--- config.mk ---
export PLATFORM = sky130hd
export DESIGN_NAME = multi_rate_time_base
export DESIGN_NICKNAME = d
export VERILOG_FILES = /design/src/rtl/time_base_pkg.sv /design/src/rtl/unit_divider.sv /design/src/rtl/multi_rate_time_base.sv
export SDC_FILE = /design/constraint.sdc
export NUM_CORES = 1
export LEC_CHECK = 0
export BUFFER_PORTS_ARGS = -buffer_cell sky130_fd_sc_hd__buf_4
export CELL_PAD_IN_SITES_DETAIL_PLACEMENT = 1
export CELL_PAD_IN_SITES_GLOBAL_PLACEMENT = 1
export CORE_UTILIZATION = 39
export CTS_BUF_LIST = sky130_fd_sc_hd__clkbuf_8 sky130_fd_sc_hd__clkbuf_16
export CTS_CLUSTER_SIZE = 30
export DETAILED_ROUTE_END_ITERATION = 6
export HOLD_SLACK_MARGIN = 0.06
export PLACE_DENSITY = 0.75
export SYNTH_ARGS = -nofsm -noshare
export SYNTH_HDL_FRONTEND = slang
export SYNTH_SLANG_ARGS = --single-unit
--- constraint.sdc ---
create_clock -name clk -period 4.75 [get_ports clk]
set_clock_uncertainty 0.1 [all_clocks]
set_input_delay 1.1875 -clock clk [delete_from_list [all_inputs] [get_ports clk]]
set_output_delay 1.1875 -clock clk [all_outputs]
set_load 0.01 [all_outputs]
--- src/rtl/time_base_pkg.sv ---
// Shared defaults and types for the multi-rate time base.
package time_base_pkg;
  localparam int NCLK_DEF  = 16;
  localparam int NTIME_DEF = 48;
  localparam int NCH_DEF   = 4;
  localparam int NDIV_DEF  = 16;

  typedef logic [NTIME_DEF-1:0] time_t;
endpackage

--- src/rtl/unit_divider.sv ---
// One derived channel: counts base-unit ticks and pulses every max(div,1) ticks.
module unit_divider #(
  parameter int NDIV = 16
) (
  input  logic            clk,
  input  logic            reset,
  input  logic            tick,
  input  logic            clear,
  input  logic            en,
  input  logic [NDIV-1:0] div,
  output logic            pulse
);
  localparam logic [NDIV-1:0] ONE = NDIV'(1);

  logic [NDIV-1:0] cnt_q, cnt_d, eff_s;
  logic            pulse_q, pulse_d;

  // Next-state: clear/disable restart the count so a re-enabled channel waits a full period.
  always_comb begin
    cnt_d   = cnt_q;
    pulse_d = 1'b0;
    eff_s   = (div == {NDIV{1'b0}}) ? ONE : div;
    if (clear || !en) begin
      cnt_d = ONE;
    end else if (tick) begin
      if (cnt_q >= eff_s) begin
        pulse_d = 1'b1;
        cnt_d   = ONE;
      end else begin
        cnt_d = cnt_q + ONE;
      end
    end else begin
      cnt_d = cnt_q;
    end
  end

  // Channel state register.
  always_ff @(posedge clk or posedge reset) begin
    if (reset) begin
      cnt_q   <= ONE;
      pulse_q <= 1'b0;
    end else begin
      cnt_q   <= cnt_d;
      pulse_q <= pulse_d;
    end
  end

  assign pulse = pulse_q;
endmodule

--- src/rtl/multi_rate_time_base.sv ---
// Base-unit prescaler, wide elapsed-time counter and NCH derived channel pulsers.
module multi_rate_time_base
  import time_base_pkg::*;
#(
  parameter int NCLK  = NCLK_DEF,
  parameter int NTIME = NTIME_DEF,
  parameter int NCH   = NCH_DEF,
  parameter int NDIV  = NDIV_DEF
) (
  input  logic                clk,
  input  logic                reset,
  input  logic                enable,
  input  logic [NCLK-1:0]     clks_per_unit,
  input  logic                time_set_valid,
  input  logic [NTIME-1:0]    time_set_value,
  input  logic [NCH-1:0]      ch_en,
  input  logic [NCH*NDIV-1:0] ch_div,
  output logic                unit_pulse,
  output logic [NTIME-1:0]    time_elapsed,
  output logic [NCH-1:0]      ch_pulse
);
  localparam logic [NCLK-1:0]  PONE = NCLK'(1);
  localparam logic [NTIME-1:0] TONE = NTIME'(1);

  logic [NCLK-1:0]  pcnt_q, pcnt_d, eff_s;
  logic [NTIME-1:0] time_q, time_d;
  logic             unit_q, unit_d;
  logic             fire_s;

  // The >= compare lets a mid-unit shrink of clks_per_unit fire on the next edge.
  always_comb begin
    pcnt_d = pcnt_q;
    time_d = time_q;
    unit_d = 1'b0;
    eff_s  = (clks_per_unit == {NCLK{1'b0}}) ? PONE : clks_per_unit;
    fire_s = enable && !time_set_valid && (pcnt_q >= eff_s);
    if (time_set_valid) begin
      time_d = time_set_value;
      pcnt_d = PONE;
    end else if (enable) begin
      if (fire_s) begin
        unit_d = 1'b1;
        pcnt_d = PONE;
        time_d = time_q + TONE;
      end else begin
        pcnt_d = pcnt_q + PONE;
      end
    end else begin
      pcnt_d = pcnt_q;
    end
  end

  // Prescaler and time counter registers.
  always_ff @(posedge clk or posedge reset) begin
    if (reset) begin
      pcnt_q <= PONE;
      time_q <= {NTIME{1'b0}};
      unit_q <= 1'b0;
    end else begin
      pcnt_q <= pcnt_d;
      time_q <= time_d;
      unit_q <= unit_d;
    end
  end

  assign unit_pulse   = unit_q;
  assign time_elapsed = time_q;

  // Channels tick on the combinational fire so they align with unit_pulse.
  for (genvar i = 0; i < NCH; i++) begin : g_ch
    unit_divider #(.NDIV(NDIV)) u_div (
      .clk   (clk),
      .reset (reset),
      .tick  (fire_s),
      .clear (time_set_valid),
      .en    (ch_en[i]),
      .div   (ch_div[i*NDIV +: NDIV]),
      .pulse (ch_pulse[i])
    );
  end
endmodule

==> impl_metrics.ini <==
[yosys]
ys_ff_latch = 133
synth_seq_area_share_pct = 33.1
syn_inst = 1161
async_reset_ff_share_pct = 100
syn_area_um2 = 10100
synth_nets = 1383
synth_top_area_share_pct = 31.8
avgSynthCellArea_um2 = 8.68
yosys_warnings = 0
synth-main-ff-cell = dfrtp_1
synth_area_leaders = dfrtp_1 32%, ha_1 11%, inv_1 4.0%, nand3_1 4.0%, o21ai_0 3.9%
synth_edf_count = 0
yosys.area.top_type = dfrtp_1
yosysUniqueCellTypes = 80

[worst_setup_path]
crit-reg2reg-launch = pcnt_q[13]
required_ns = 4.95
crit_start = clks_per_unit[8]
rr_worst_depth = 9
worstSetupEndpointType = flip-flop
slowest_stage = a2111o_1
path_common_cell = buf_4
cp.arrival_ns = 4.31
slowest_delay_ns = 0.46
path_class = primary input to flip-flop
crit_path_max_fanout = 29
cp_cell_sequence = buf_4 -> nor4_1 -> a41o_1 -> ha_1 -> nand2b_1 -> a2111o_1 -> a311oi_4 -> buf_4 -> a2111oi_0 -> xor2_1 -> mux2_2
cp-start-kind = primary input
r2r_end = g_ch[0].u_div.cnt_q[2]
rrSetupSlack_ns = 1.37

[timing]
slew-limit-headroom_pct = 23.8
finalSetupTns_ns = 0
period_share_pct = 86.7
rsz0062_at_grt = no
hold_violations = 0
max_freq_ghz = 0.243
finalSetupViolCount = 0
worst_pin_slew_ns = 1.14
report.final.slew_viol_count = 0
finalCriticalPeriod_ns = 4.12

[cells_and_area]
syn2layout_area_growth_pct = 23.5
fillCellCount = 3007
multi_input_area_um2 = 6070
regArea_um2 = 3330
finalNetCount = 1560
post-route-util_pct = 49.3
drive_gt1_share_pct = 20.9
diodes = 0

[detailed_routing]
drt-wirelength-per-cell_um = 18.8
postRouteAntennaNets = 0
via_per_inst = 5.78
drt_wl_total_um = 31600
firstDrtPassIters = 7
drc = 0
via_count = 9724
first_iter_violations = 557

[floorplan]
start_util_pct = 39.9
ios = 189
dieWidth_um = 163
rows = 58
core_region_area_um2 = 25300
die_h_um = 163
dieArea_um2 = 26500

[global_route]
grt_pass1_wl_um = 52200
grt-ovfl-total = 0
grt_pass1_vias = 9990
grt_max_degree = 89
gr-usage-all-layers_pct = 24.6
antenna_found_initial = 0

[power]
cellLeakagePower_nw = 5.72
vdd_drop_max_mv = 0.172
p_per_area_nw_per_um2 = 244
finalPower_w = 0.00304

[clocking]
cts_sinks = 133
cts-htree-levels = 4
clkSlewWorstSetupHoldPaths_ns = 0.06
hold_buffers = 0
cts_buffer_depth = 2
cts_tree = built
clk_latency_ns = 0.42
cts_buffers = 17
cts_resized = 0
cts_root_buf = clkbuf_16
post-cts-setup-buffer-count = 0

[place]
portBuffers = 188
dpl.hpwl_um = 23800
gp_congestion = 0.838

[hold_path]
min_path_type = flip-flop to flip-flop
holdPathEnd = g_ch[0].u_div.cnt_q[14]
min_delay_path_depth = 1
worstHoldStart = g_ch[0].u_div.cnt_q[14]

[flow_run]
max_cap_violations = 0

[status]
status = completed
## logic make-up (layout without fill, tap and decap cells)
kind of cell | count (synthesis) | after routing | synth area share [%]
and+or+nand+nor | 452 | 452 | 23.9
muxes | 12 | 12 | 1.27
DFF | 133 | 133 | 33.1
AOI/OAI and AO/OA | 278 | 278 | 21.1
buffers and inverters | 164 | 354 | 6.91
xor gates and xnor gates | 36 | 36 | 3.13
adders and majority gates | 86 | 86 | 10.7
## how the worst max path moves through the flow
stage                                   to  slack (ns)
floorplan                 time_elapsed[14]        0.86
global route                     pcnt_q[6]        0.38
CTS                 g_ch[0].u_div.cnt_q[5]        0.59
finish                    time_elapsed[42]        0.63
global placement                pcnt_q[11]        0.25
detailed placement               pcnt_q[6]        0.18
## registers in the layout (all words and copies together), names as in the netlist
register and flops:
g_ch.u_div.cnt_q 64, g_ch.u_div.pulse 4, pcnt_q 16, time_elapsed 48
unit_pulse 1
## power breakdown
part	switching, W	internal [W]	total (W)	leakage, nW
logic	0.000230	0.000214	0.000444	3.69
clock network	0.000540	0.000809	0.00135	0.295
registers	0.0000700	0.00118	0.00125	1.74
total	0.000839	0.00220	0.00304	5.72
## layer usage
layer	part of all wire (%)	vias to the layer above	routed length, µm	track usage (%)
li1	-	4687	-	-
met1	46	4803	14400	32.5
met2	48	198	15200	41.4
met3	4.4	36	1380	3.72
met4	1.9	0	596	6.97
met5	0	-	0	0
## cell usage in the layout, fill, tap and decap left out, types with 7 or more instances in the layout
| cell type | synthesis | routed |
|---|---|---|
| buf_4 | 7 | 211 |
| dfrtp_1 | 128 | 128 |
| inv_1 | 108 | 107 |
| nand2_1 | 101 | 101 |
| ha_1 | 86 | 86 |
| nand3_1 | 80 | 80 |
| o21ai_0 | 79 | 79 |
| nor2_1 | 57 | 57 |
| nand4_1 | 38 | 38 |
| nor4_1 | 35 | 35 |
| a21oi_1 | 33 | 33 |
| and3_1 | 31 | 31 |
| nor3_1 | 30 | 30 |
| a32o_1 | 27 | 27 |
| xnor2_1 | 26 | 26 |
| nor3b_1 | 22 | 22 |
| clkbuf_16 | 0 | 17 |
| a211oi_1 | 14 | 14 |
| o211ai_1 | 11 | 11 |
| nor2b_1 | 11 | 11 |
| xor2_1 | 10 | 10 |
| a31oi_1 | 10 | 10 |
| nand2b_1 | 9 | 9 |
| o21a_1 | 8 | 8 |
| a21o_1 | 7 | 7 |
| a221o_1 | 7 | 7 |
## cell usage after synthesis (10+ instances only)
library cell  instances
ha_1                 86
o21ai_0              79
nor4_1               35
a21oi_1              33
xor2_1               10
nor2b_1              11
nor2_1               57
and3_1               31
a211oi_1             14
nand4_1              38
buf_2                17
nor3_1               30
nand3_1              80
o211ai_1             11
a31oi_1              10
dfrtp_1             128
a32o_1               27
nand2_1             101
inv_1               108
xnor2_1              26
nor3b_1              22
clkbuf_1             26
## critical path: cells and delay by family
kind,cells,cell delay (ns)
AND/OR/NAND/NOR,2,0.54
buffers and inverters,2,0.55
XOR/XNOR,1,0.18
multiplexers,1,0.30
adder cells (fa/ha/maj),1,0.23
AO/OA/AOI/OAI,4,1.31
## metrics by stage
stage | instances | hold WS [ns] | setup slack (ns) | cell area [µm²]
global route | 1681 | 0.453 | 0.383 | 12500
global placement | 1649 | 0.409 | 0.251 | 11900
detailed placement | 1649 | 0.422 | 0.180 | 11900
floorplan | 1161 | 0.378 | 0.862 | 10100
finish | 1681 | 0.435 | 0.632 | 12500
CTS | 1681 | 0.434 | 0.591 | 12500
## final cells by class
type	count	area share [%]
Sequential cell	133	26.8
Inverter	109	3.32
Clock buffer	19	3.64
Clock inverter	13	1.19
Multi-Input combinational cell	864	48.7
Timing Repair Buffer	213	13.0
Tap cell	330	3.32
(Power assumes the default switching activity.)
